==> src/rtl/branch_predict_unit.sv <==
// ID-stage MIPS32 branch resolver with a 2-bit counter direction predictor (static/bimodal/gshare).
// Define BP_PERF_CNT_EN to build the saturating branch/mispredict performance counters.
module branch_predict_unit #(
  parameter int DATA_WIDTH = 32,
  parameter int IDX_BITS   = 6,
  parameter int HIST_BITS  = 6,
  parameter int PRED_MODE  = 1
) (
  input  logic                  clk,
  input  logic                  rst_n,
  input  logic [31:0]           if_pc,
  output logic                  if_pred_taken,
  input  logic                  res_valid,
  input  logic [31:0]           res_pc,
  input  logic                  res_pred_taken,
  input  logic [DATA_WIDTH-1:0] input_1,
  input  logic [DATA_WIDTH-1:0] input_2,
  input  logic [2:0]            BranchOp,
  input  logic [4:0]            flag,
  output logic                  branch_taken,
  output logic                  mispredict,
  output logic [31:0]           branch_cnt,
  output logic [31:0]           mispredict_cnt
);

  localparam int         DEPTH = 1 << IDX_BITS;
  localparam logic [1:0] MODE  = PRED_MODE[1:0];

  logic [1:0]           ctr_r [DEPTH];
  logic [HIST_BITS-1:0] ghr_r;
  logic                 outcome_s;
  logic                 is_op_s;
  logic                 is_br_s;
  logic                 sign_s;
  logic                 zero_s;
  logic [IDX_BITS-1:0]  if_idx_s;
  logic [IDX_BITS-1:0]  res_idx_s;

  function automatic logic [IDX_BITS-1:0] table_index(input logic [31:0] pc,
                                                       input logic [HIST_BITS-1:0] ghr);
    logic [IDX_BITS-1:0] base;
    base = pc[IDX_BITS+1:2];
    if (MODE == 2'd2) begin
      return base ^ IDX_BITS'(ghr);
    end else begin
      return base;
    end
  endfunction

  function automatic logic [1:0] sat_step(input logic [1:0] ctr, input logic taken);
    if (taken) begin
      return (ctr == 2'b11) ? 2'b11 : ctr + 2'b01;
    end else begin
      return (ctr == 2'b00) ? 2'b00 : ctr - 2'b01;
    end
  endfunction

  assign sign_s = input_1[DATA_WIDTH-1];
  assign zero_s = (input_1 == {DATA_WIDTH{1'b0}});

  // Branch condition evaluation and branch-class decode
  always_comb begin
    outcome_s = 1'b0;
    is_op_s   = 1'b0;
    case (BranchOp)
      3'd4: begin is_op_s = 1'b1; outcome_s = (input_1 == input_2); end
      3'd5: begin is_op_s = 1'b1; outcome_s = (input_1 != input_2); end
      3'd6: begin is_op_s = 1'b1; outcome_s = sign_s | zero_s; end
      3'd7: begin is_op_s = 1'b1; outcome_s = ~sign_s & ~zero_s; end
      3'd1: begin
        is_op_s = 1'b1;
        case (flag)
          5'b00001: outcome_s = ~sign_s;
          5'b00000: outcome_s = sign_s;
          default:  outcome_s = 1'b0;
        endcase
      end
      default: begin is_op_s = 1'b0; outcome_s = 1'b0; end
    endcase
  end

  assign is_br_s       = res_valid & is_op_s;
  assign branch_taken  = is_br_s & outcome_s;
  assign mispredict    = is_br_s & (branch_taken != res_pred_taken);

  assign if_idx_s      = table_index(if_pc, ghr_r);
  assign res_idx_s     = table_index(res_pc, ghr_r);
  // No bypass: a same-cycle update to the looked-up entry shows up next cycle.
  assign if_pred_taken = (MODE == 2'd0) ? 1'b0 : ctr_r[if_idx_s][1];

  // Counter table training on resolved branches
  always_ff @(posedge clk or negedge rst_n) begin
    if (!rst_n) begin
      for (int i = 0; i < DEPTH; i++) begin
        ctr_r[i] <= 2'b01;
      end
    end else if (is_br_s && (MODE != 2'd0)) begin
      ctr_r[res_idx_s] <= sat_step(ctr_r[res_idx_s], branch_taken);
    end
  end

  // Global history shift register, only advanced in gshare mode
  always_ff @(posedge clk or negedge rst_n) begin
    if (!rst_n) begin
      ghr_r <= {HIST_BITS{1'b0}};
    end else if (is_br_s && (MODE == 2'd2)) begin
      ghr_r <= {ghr_r[HIST_BITS-2:0], branch_taken};
    end else begin
      ghr_r <= ghr_r;
    end
  end

`ifdef BP_PERF_CNT_EN
  logic [31:0] branch_cnt_r;
  logic [31:0] mispredict_cnt_r;

  // Saturating performance counters
  always_ff @(posedge clk or negedge rst_n) begin
    if (!rst_n) begin
      branch_cnt_r     <= 32'd0;
      mispredict_cnt_r <= 32'd0;
    end else begin
      if (is_br_s && (branch_cnt_r != 32'hFFFF_FFFF)) begin
        branch_cnt_r <= branch_cnt_r + 32'd1;
      end else begin
        branch_cnt_r <= branch_cnt_r;
      end
      if (mispredict && (mispredict_cnt_r != 32'hFFFF_FFFF)) begin
        mispredict_cnt_r <= mispredict_cnt_r + 32'd1;
      end else begin
        mispredict_cnt_r <= mispredict_cnt_r;
      end
    end
  end

  assign branch_cnt     = branch_cnt_r;
  assign mispredict_cnt = mispredict_cnt_r;
`else
  assign branch_cnt     = 32'd0;
  assign mispredict_cnt = 32'd0;
`endif

endmodule

==> config.mk <==
export PLATFORM = sky130hd
export DESIGN_NAME = branch_predict_unit
export DESIGN_NICKNAME = d
export VERILOG_FILES = /design/src/rtl/branch_predict_unit.sv
export SDC_FILE = /design/constraint.sdc
export NUM_CORES = 1
export LEC_CHECK = 0
export CAP_MARGIN = 25
export CORE_MARGIN = 2
export CORE_UTILIZATION = 50
export CTS_CLUSTER_SIZE = 25
export DETAILED_ROUTE_END_ITERATION = 8
export PLACE_DENSITY = 0.82
export SYNTH_ARGS = -nofsm -noshare
export SYNTH_HDL_FRONTEND = slang
export SYNTH_SLANG_ARGS = --single-unit
==> constraint.sdc <==
create_clock -name clk -period 4.3 [get_ports clk]
set_input_delay 0.86 -clock clk [delete_from_list [all_inputs] [get_ports clk]]
set_output_delay 0.86 -clock clk [all_outputs]
set_load 0.02 [all_outputs]
==> metrics.csv <==
metric,value,unit
CP bufs+invs,3,
CTS tree,done,
fin crit period,4.20,ns
Hold Crit Class,reg -> reg,
crit path max fanout,8,
maximum clock path buffer count,2,
Final Hold Viols,0,
Initial Util,51.2,%
GRT Residual Overflow,0,
WS Path Type,in -> out,
critical path arrival,3.34,ns
DR DRC count,0,
Setup crit end kind,output pin,
RSZ-0062 raised after global routing,no,
Die Footprint,16600,µm²
n_diodes,0,
initial DRC count,739,
Max Cap Violations,0,
vias post-DR,6608,
"non-filler cells, final",1105,
post-DR wirelength/cell,19.4,µm
area delta synth->final,22.2,%
Max IR drop VDD,221,µV
IO Pins,207,
Synth top area share,21.6,%
Die Ht,129,µm
most numerous cell on the critical path,mux4_2,
number of synthesis warnings,0,
"Avg Cell Area, Syn",9.82,µm²
"critical path, cell by cell",dlygate4sd2_1 -> bufbuf_16 -> mux4_2 -> mux4_2 -> mux4_2 -> dlygate4sd2_1,
Reg with most FFs,ctr_r,
Final TNS setup,0,ns
leak pwr,3.80,nW
Slew Limit Fails,0,
initial antenna violation count,0,
Worst path slowest cell,mux4_2,
Max transition margin,40.2,%
area of the core,15200,µm²
First-pass DRT Iterations,5,
Slew @ Worst Pin,0.898,ns
global-route wire length before repair,34.0,mm
Register Area,3280,µm²
total power,4.02,mW
Die W,129,µm
Inst Count DP,1072,
root buffer cell,clkbuf_16,
post-synthesis sequential area ratio,42.2,%
Setup Skew,0.00709,ns
vias per cell,5.98,
Fmax,0.238,GHz
Hold Buf Count CTS,0,
crit start category,input pin,
routability congestion estimate,0.931,
PortBufs,90,
Top Registers,ctr_r x128,
cell family with the largest share of critical-path delay,multiplexers,
# rows,45,
"Reg clk slew, reported paths",0.06,ns
FILL cells,1196,
Worst EP required,3.44,ns
post-synth top area cell,dfstp_2,
share of layout cells above drive strength 1,26.0,%
Synth async-reset ratio,100,%
CP peak stage delay,0.50,ns
period utilization,97.7,%
Post-synth top flop,dfstp_2,
largest net degree at the start of global routing,71,
Post-synth EDFFs,0,
power per cell area,423,nW/µm²
CTS buffer count,17,
distinct cell type count after synthesis,52,
max FFs per register,128,
TritonCTS sink count,128,
Skew-Pair Late Insertion Delay,0.42,ns
post-placement cell area,8840,µm²
dpl hpwl,15.0,mm
area of the multi-input gates,4010,µm²
gate count after technology mapping,792,
nets,1044,
vias in the first global route,6648,
H-tree levels,4,
synth top area cells,"dfstp_2 22%, dfrtp_1 21%, nor2_1 9.7%, mux4_2 8.7%, a21oi_2 6.8%",
Hold WS,0.500,ns
"Design Area, Final",9510,µm²
"FF+latch count, synth",128,
drt total wl,21.4,mm
Post-Syn Area,7780,µm²
Setup-failing EPs final,0,
Tot GR Track Use,26.8,%
status,completed,
post-route ant nets,0,
cell usage after synthesis, types with 2 or more instances:
library cell / number
o21a_1: 2
buf_4: 64
a21oi_2: 60
mux4_2: 30
and2_1: 2
nor3_1: 4
or4_1: 2
dfrtp_1: 64
a21oi_1: 71
o21ai_0: 5
buf_6: 8
a221oi_1: 6
nor2_1: 202
nand2_1: 13
a22oi_1: 15
mux2i_1: 16
nand4_1: 5
a32oi_1: 6
clkbuf_1: 12
a221o_1: 2
a31oi_4: 2
nor3b_1: 4
nand2b_1: 3
nor2b_1: 3
nor4_1: 18
buf_1: 3
buf_2: 17
or3b_2: 3
and3_1: 3
dfstp_2: 64
o221ai_1: 4
nand3b_1: 2
xnor2_1: 2
o22ai_1: 9
nand3_1: 13
a211oi_1: 2
inv_1: 3
xor2_1: 34
worst reg2reg max path, delay by kind of cell (launching register included):
family,cells,cell delay (ns)
simple gates,3,0.77
mux,1,0.47
buf+inv,1,0.24
flops,1,0.36
compound gates,4,1.18
layer usage:
layer	global-route usage, %	routed length [µm]	vias to the layer above
met4	14.8	1060	0
met5	0	0	-
li1	-	-	2941
met1	32.4	7770	3122
met3	5.36	2080	102
met2	45.2	10500	443
final cells by class:
| class | instances | area share [%] |
|---|---|---|
| Clock buffer | 19 | 4.66 |
| Multi-Input combinational cell | 620 | 42.2 |
| Clock inverter | 13 | 1.97 |
| Tap cell | 188 | 2.47 |
| Sequential cell | 128 | 34.5 |
| Inverter | 3 | 0.118 |
| Timing Repair Buffer | 134 | 14.1 |
worst paths after layout:
check | startpoint | slack (ns) | cells past startpoint | endpoint
worst max-delay path | if_pc[2] | 0.10 | 6 | if_pred_taken
worst min-delay path | ctr_r[14] | 0.50 | 2 | ctr_r[14]
worst max register to register | ctr_r[80] | 1.14 | 9 | ctr_r[123]
worst min register to register | ctr_r[14] | 0.50 | 2 | ctr_r[14]
max in group asynchronous | rst_n | 2.78 | 2 | ctr_r[2]
min in group asynchronous | rst_n | 0.55 | 1 | ctr_r[97]
repair_timing:
item                       in CTS  in global routing
resized for setup               2                  2
setup endpoints to repair       1                  2
cloned                          1                  0
buffers inserted                0                  0
power breakdown:
part           internal [mW]  switching, mW  total (mW)
clock                  0.985          0.546        1.53
combinational          0.396          0.470       0.867
sequential              1.47          0.149        1.62
total                   2.85           1.17        4.02
cell usage in the layout (no fill, tap or decap), drive strengths merged, types with 3 or more instances in the layout:
| master | n |
|---|---|
| nand3 | 13 |
| nor3b | 4 |
| and3 | 3 |
| nor4 | 18 |
| or3b | 3 |
| o22ai | 9 |
| nor2 | 202 |
| clkinvlp | 3 |
| mux2i | 16 |
| o21ai | 5 |
| a221oi | 6 |
| buf | 45 |
| clkinv | 6 |
| clkbuf | 19 |
| o221ai | 4 |
| bufinv | 4 |
| xor2 | 34 |
| a32oi | 6 |
| dfstp | 64 |
| mux4 | 30 |
| nor3 | 4 |
| conb | 64 |
| nor2b | 3 |
| nand2b | 3 |
| dfrtp | 64 |
| and2 | 3 |
| nand2 | 13 |
| a22oi | 15 |
| a31oi | 3 |
| nand4 | 5 |
| a21oi | 131 |
| inv | 3 |
| clkdlybuf4s50 | 84 |
metrics by stage:
stage               util [%]  setup slack [ns]
CTS                     62.5           0.00392
detailed placement      58.2            -0.223
finish                  62.6             0.101
floorplan                  -            0.0990
global placement        58.2            -0.183
global route            62.6            0.0715
cells by family (layout without fill, tap and decap cells):
logic type,after synthesis,in the layout,share of synthesized area [%]
AND/OR/NAND/NOR,279,279,15.5
AO/OA/AOI/OAI,195,195,18.2
flip-flops,128,128,42.2
buffers and inverters,107,169,9.30
multiplexers,46,46,10.7
XOR/XNOR,36,36,4.05
other,1,64,0.0482
Note: power is estimated with default switching activity, not from simulation.
